===== config.mk =====
export PLATFORM = sky130hd
export DESIGN_NAME = uart_rx
export DESIGN_NICKNAME = d
export VERILOG_FILES = /design/src/rtl/uart_rx.sv
export SDC_FILE = /design/constraint.sdc
export NUM_CORES = 1
export LEC_CHECK = 0
export BUFFER_PORTS_ARGS = -buffer_cell sky130_fd_sc_hd__buf_2
export CORE_MARGIN = 3
export CORE_UTILIZATION = 43
export DETAILED_ROUTE_END_ITERATION = 12
export PLACE_DENSITY = 0.63
export SLEW_MARGIN = 25
export SYNTH_ARGS = -nofsm -noshare
export SYNTH_HDL_FRONTEND = slang
export SYNTH_SLANG_ARGS = --single-unit
export TNS_END_PERCENT = 100

===== constraint.sdc =====
create_clock -name clk -period 3.5 [get_ports clk]
set_input_delay 1.05 -clock clk [delete_from_list [all_inputs] [get_ports clk]]
set_output_delay 1.05 -clock clk [all_outputs]
set_load 0.03 [all_outputs]

===== src/rtl/uart_rx.sv =====
// -----------------------------------------------------------------------------
// uart_rx -- serial-to-parallel UART receiver.
//
// Frame: 1 start bit (0), DATA_BITS data bits LSB first, 1 stop bit (1).
// The start edge is found on the synchronized line. The start bit is checked
// at its mid-point, and each later bit is sampled one bit period after that.
//
// Parameters
//   CLK_FREQ   system clock in Hz
//   BAUD_RATE  line rate in baud
//   DATA_BITS  data bits per frame (1..15)
//
// Ports
//   clk        system clock, rising edge
//   rst_n      asynchronous active-low reset
//   rx         serial line, asynchronous to clk, idle high
//   rx_data    last correctly framed word, holds between frames
//   rx_valid   one-cycle pulse when rx_data is updated
//   rx_busy    high whenever the receiver is not idle
//   frame_err  one-cycle pulse when the sampled stop bit is 0
// -----------------------------------------------------------------------------
module uart_rx #(
  parameter int CLK_FREQ  = 50_000_000,
  parameter int BAUD_RATE = 9600,
  parameter int DATA_BITS = 8
) (
  input  logic                 clk,
  input  logic                 rst_n,
  input  logic                 rx,
  output logic [DATA_BITS-1:0] rx_data,
  output logic                 rx_valid,
  output logic                 rx_busy,
  output logic                 frame_err
);

  localparam int CLKS_PER_BIT = CLK_FREQ / BAUD_RATE;
  localparam int HALF_BIT     = CLKS_PER_BIT / 2;

  localparam logic [15:0] CPB_M1   = 16'(CLKS_PER_BIT - 1);
  localparam logic [15:0] HALF_M1  = 16'(HALF_BIT - 1);
  localparam logic [3:0]  LAST_IDX = 4'(DATA_BITS - 1);

  typedef enum logic [1:0] {
    IDLE  = 2'd0,
    START = 2'd1,
    DATA  = 2'd2,
    STOP  = 2'd3
  } state_e;

  state_e                 state_q,     state_d;
  logic                   sync1_q,     sync1_d;
  logic                   rx_s_q,      rx_s_d;
  logic                   rx_prev_q,   rx_prev_d;
  // Marks which synchronizer stages hold real line samples rather than their
  // reset value of 1. Without it, a line that is already low when reset is
  // released would look like a 1->0 edge and start a phantom frame.
  logic [2:0]             vld_pipe_q,  vld_pipe_d;
  logic [15:0]            cnt_q,       cnt_d;
  logic [3:0]             idx_q,       idx_d;
  logic [DATA_BITS-1:0]   shift_q,     shift_d;
  logic [DATA_BITS-1:0]   rx_data_q,   rx_data_d;
  logic                   rx_valid_q,  rx_valid_d;
  logic                   frame_err_q, frame_err_d;
  logic                   fall;

  assign rx_data   = rx_data_q;
  assign rx_valid  = rx_valid_q;
  assign frame_err = frame_err_q;
  // A registered state decode: rises the cycle after the edge is seen and
  // drops on the same edge that raises rx_valid / frame_err.
  assign rx_busy   = (state_q != IDLE);

  always_comb begin
    state_d     = state_q;
    cnt_d       = cnt_q;
    idx_d       = idx_q;
    shift_d     = shift_q;
    rx_data_d   = rx_data_q;
    rx_valid_d  = 1'b0;
    frame_err_d = 1'b0;

    sync1_d    = rx;
    rx_s_d     = sync1_q;
    rx_prev_d  = rx_s_q;
    vld_pipe_d = {vld_pipe_q[1:0], 1'b1};

    fall = vld_pipe_q[2] & rx_prev_q & ~rx_s_q;

    case (state_q)
      IDLE: begin
        cnt_d = '0;
        idx_d = '0;
        if (fall) state_d = START;
      end

      START: begin
        if (cnt_q == HALF_M1) begin
          cnt_d = '0;
          // A line that is back high at the mid-point was a glitch.
          state_d = rx_s_q ? IDLE : DATA;
        end else begin
          cnt_d = cnt_q + 16'd1;
        end
      end

      DATA: begin
        if (cnt_q == CPB_M1) begin
          cnt_d = '0;
          for (int i = 0; i < DATA_BITS; i++) begin
            if (idx_q == 4'(i)) shift_d[i] = rx_s_q;
          end
          idx_d = idx_q + 4'd1;
          if (idx_q == LAST_IDX) state_d = STOP;
        end else begin
          cnt_d = cnt_q + 16'd1;
        end
      end

      STOP: begin
        if (cnt_q == CPB_M1) begin
          cnt_d = '0;
          idx_d = '0;
          if (rx_s_q) begin
            rx_data_d  = shift_q;
            rx_valid_d = 1'b1;
          end else begin
            frame_err_d = 1'b1;
          end
          // Leaving at the stop-bit mid-point gives half a bit of slack, so
          // a start bit that follows with no idle time is still caught.
          state_d = IDLE;
        end else begin
          cnt_d = cnt_q + 16'd1;
        end
      end

      default: state_d = IDLE;
    endcase
  end

  always_ff @(posedge clk or negedge rst_n) begin
    if (!rst_n) begin
      state_q     <= IDLE;
      sync1_q     <= 1'b1;
      rx_s_q      <= 1'b1;
      rx_prev_q   <= 1'b1;
      vld_pipe_q  <= '0;
      cnt_q       <= '0;
      idx_q       <= '0;
      shift_q     <= '0;
      rx_data_q   <= '0;
      rx_valid_q  <= 1'b0;
      frame_err_q <= 1'b0;
    end else begin
      state_q     <= state_d;
      sync1_q     <= sync1_d;
      rx_s_q      <= rx_s_d;
      rx_prev_q   <= rx_prev_d;
      vld_pipe_q  <= vld_pipe_d;
      cnt_q       <= cnt_d;
      idx_q       <= idx_d;
      shift_q     <= shift_d;
      rx_data_q   <= rx_data_d;
      rx_valid_q  <= rx_valid_d;
      frame_err_q <= frame_err_d;
    end
  end

endmodule


==> flow_summary_export.csv <==
group,metric,value,unit
layout,finalNonFillerCells,276,
place,placedInstanceArea,2310,um^2
route,first_pass_iters,4,
sta,finalSetupViolCount,0,
sta,period_minus_slack,2.482,ns
clocking,cts_max_level,2,
floorplanning,start_util,45.83,%
worst_setup_path,path_cells,"ha_1 > and4b_1 > nand4_1 > a22oi_2 > nor2_1",
grt,grt_antenna_before_repair,0,
grt,grt_usage,13.78,%
grt,grt_overflow,0,
clocking,cts.repair.resized,0,
grt,grt_max_degree,47,
sta,finalMaxSlewViolations,0,
worst_setup_path,crit_required,3.65,ns
place,hpwl,2419,um
floorplanning,row_count,25,
sta,relSlewSlack,53.37,%
sta,layout_setup_ws,1.018,ns
worst_setup_path,worstSetupEndpointType,"register",
route,via_per_inst,5.210,
route,routed_wl,3669,um
yosys,synth_nets,206,
yosys,synth_flop_cell,"dfrtp_1",
hold_path,hp-class,"register to register",
clocking,hold_buffers,0,
place,io_buffer_count,13,
worst_setup_path,crit_family,"simple AND/OR/NAND/NOR gates",
floorplanning,fp.dieW,77.89,um
worst_setup_path,crit_fanout,16,
power_and_ir_drop,pwr-share-comb,9.3,%
yosys,syn_avg_cell_area,11.22,um^2
worst_setup_path,critPathCapture,"cnt_q[11]$_DFF_PN0_",
grt,grt_pass1_wl,6596,um
layout,seqCellArea,1155,um^2
yosys,ys_seq_elements,46,
clocking,clk_latency,0.31,ns
sta,rsz0062_at_grt,"false",
layout,fillers,451,
worst_setup_path,max_stage_delay,0.80,ns
clocking,cts_tree,"done",
sta,fin_skew,0.01050,ns
yosys,ys_async_sr_fraction,100.0,%
yosys,synth_edf_count,0,
worst_setup_path,worstSetupPathType,"register to register",
floorplanning,dieArea,6066,um^2
power_and_ir_drop,power,1.100,mW
worst_setup_path,path_buf_inv,0,
yosys,yosysWarnings,0,
clocking,clkTransAtPathRegs,0.09,ns
worst_setup_path,worstReg2RegStart,"cnt_q[0]$_DFF_PN0_",
clocking,postCtsSetupBuffers,0,
floorplanning,pin_count,14,
sta,worstMarginPinSlew,0.6995,ns
layout,diodes,0,
yosys,ys_types,44,
layout,fin_area,2422,um^2
clocking,clockBufferDepth,2,
yosys,netlist_area,2222,um^2
route,ant_nets,0,
worst_setup_path,cp-startpoint,"cnt_q[0]$_DFF_PN0_",
power_and_ir_drop,power_frac_seq,54.9,%
route,drc,0,
place,dp.cells,268,
route,vias,1438,
grt,grt_pass1_vias,1352,
yosys,synth_cells,198,
layout,nets,216,
layout,drive_gt1_share,24.88,%
power_and_ir_drop,p_sw_share,25.64,%
power_and_ir_drop,p_leak,1.048,nW
floorplanning,core-area,4848,um^2
worst_setup_path,cp-start-kind,"register",
worst_setup_path,cp_slowest_cell,"a22oi_2",
yosys,ys_top_cells_by_area,"dfrtp_1 (48%), mux2_2 (8.1%), xnor2_1 (4.7%)",
yosys,seq_area_frac_synth,51.97,%
floorplanning,die-height,77.89,um
clocking,cts_buffers,5,
route,wire_per_inst,13.29,um
clocking,root_buffer,"clkbuf_8",
yosys,synthDominantCellAreaShare,48.42,%
sta,period_share,70.92,%
clocking,cts_sinks,46,
power_and_ir_drop,ir_drop,299.3,uV
worst_setup_path,timing.reg2reg.worst_path_depth,5,
power_and_ir_drop,power.net_switching,282.0,uW
place,place_ws,0.9343,ns
worst_setup_path,r2r_end,"cnt_q[11]$_DFF_PN0_",
yosys,synth.largest_area_cell,"dfrtp_1",
worst_setup_path,crit_arrival,2.64,ns
power_and_ir_drop,pwr-share-clk,35.8,%
sta,finalHoldViolations,0,
route,drtIter0Drc,93,
place,place.gp.congestion,0.8176,
sta,fmax,0.4029,GHz
layout,multi_input_area,972.2,um^2
power_and_ir_drop,p_int,817.6,uW
sta,tns,0,ns
flow_run,cap_violations,0,
worst_setup_path,ff2ff_setup_slack,1.02,ns
power_and_ir_drop,powerDensity,453.9,nW/um^2
layout,area_growth,9.009,%
status,status,"finished clean",
worst_setup_path,crit_cells,5,
kinds of logic (layout without fill, tap and decap cells):
kind of cell / Yosys count / count (layout) / synth area share (%)
AND/OR/NAND/NOR: 89 / 89 / 23.42
flip-flops: 46 / 46 / 51.97
AO/OA/AOI/OAI: 9 / 9 / 3.041
other: 1 / 1 / 0.1688
buffers and inverters: 17 / 28 / 4.279
XOR/XNOR: 14 / 14 / 5.518
adder cells (fa/ha/maj): 5 / 5 / 2.815
multiplexers: 17 / 17 / 8.783
per-layer routing:
metal  share of wire, %  track usage, %  up-vias  wire length [um]
met5                  0               0        -                 0
met4                1.6           4.804        0                57
met3                3.4           4.176        6               123
met2                 45           20.55       15              1666
met1                 50           18.96      700              1822
li1                   -               -      717                 -
state kept, by name, indices dropped and copies added (netlist names), named ones only:
register	cells
rx_data	8
frame_err	1
rx_s_d	1
cnt_q	16
rx_valid	1
state_q	1
vld_pipe_q	3
rx_prev_d	1
shift_q	8
rx_prev_q	1
idx_q	4
through the flow:
stage	hold WS [ns]	utilization [%]
2_1_floorplan	0.3312	-
3_3_place_gp	0.3317	47.64
3_5_place_dp	0.3358	47.64
4_1_cts	0.3558	49.91
5_1_grt	0.3653	49.96
6_report	0.3533	49.96
layout by cell type (no fill, tap or decap), types with 2 or more instances in the layout:
cell type	netlist	routed
xnor2_1	12	12
ha_1	5	5
and4b_1	2	2
dfstp_2	3	3
nand4_1	6	6
buf_4	1	3
buf_2	2	12
dfrtp_1	43	43
nor4b_2	4	4
nor3_1	10	10
mux2_2	16	16
nand3_1	13	13
inv_1	5	5
nor4_1	7	7
xor2_1	2	2
clkbuf_8	0	5
nor2b_1	2	2
nor2_1	18	18
nand2_1	15	15
how the worst min path moves through the flow:
stage	from	endpoint	cells past startpoint	slack (ns)
4_1_cts	vld_pipe_q[1]$_DFF_PN0_	vld_pipe_q[2]$_DFF_PN0_	0	0.36
2_1_floorplan	vld_pipe_q[0]$_DFF_PN0_	vld_pipe_q[1]$_DFF_PN0_	0	0.33
3_3_place_gp	vld_pipe_q[1]$_DFF_PN0_	vld_pipe_q[2]$_DFF_PN0_	0	0.33
6_report	vld_pipe_q[1]$_DFF_PN0_	vld_pipe_q[2]$_DFF_PN0_	0	0.35
5_1_grt	rx_s_d$_DFF_PN1_	rx_prev_d$_DFF_PN1_	0	0.37
3_5_place_dp	vld_pipe_q[1]$_DFF_PN0_	vld_pipe_q[2]$_DFF_PN0_	0	0.34
layout make-up:
type	instances	area share, %
Inverter	5	0.7748
Clock buffer	6	2.996
Tap cell	67	3.461
Sequential cell	46	47.68
Multi-Input combinational cell	135	40.13
Timing Repair Buffer	15	3.409
Clock inverter	2	1.550
synth_stat cells, types with 2 or more instances:
cell and n:
nand3_1 13, nor4_1 7, xnor2_1 12, clkbuf_2 2, clkbuf_1 4, inv_1 5
mux2_2 16, and4b_1 2, nor2b_1 2, dfstp_2 3, dfrtp_1 43, ha_1 5
nor4b_2 4, xor2_1 2, buf_2 2, nor2_1 18, nand2_1 15, nor3_1 10
buf_6 3, nand4_1 6
power groups by stage:
stage                     logic (mW)  registers, mW  clock network (mW)
after CTS                      0.106          0.604               0.402
after global placement         0.106          0.613                   0
after global routing           0.119          0.611               0.428
final                          0.102          0.603               0.394
after detailed placement       0.105          0.614                   0
after floorplan               0.0992          0.592                   0
Note: power is estimated with default switching activity, not from simulation.
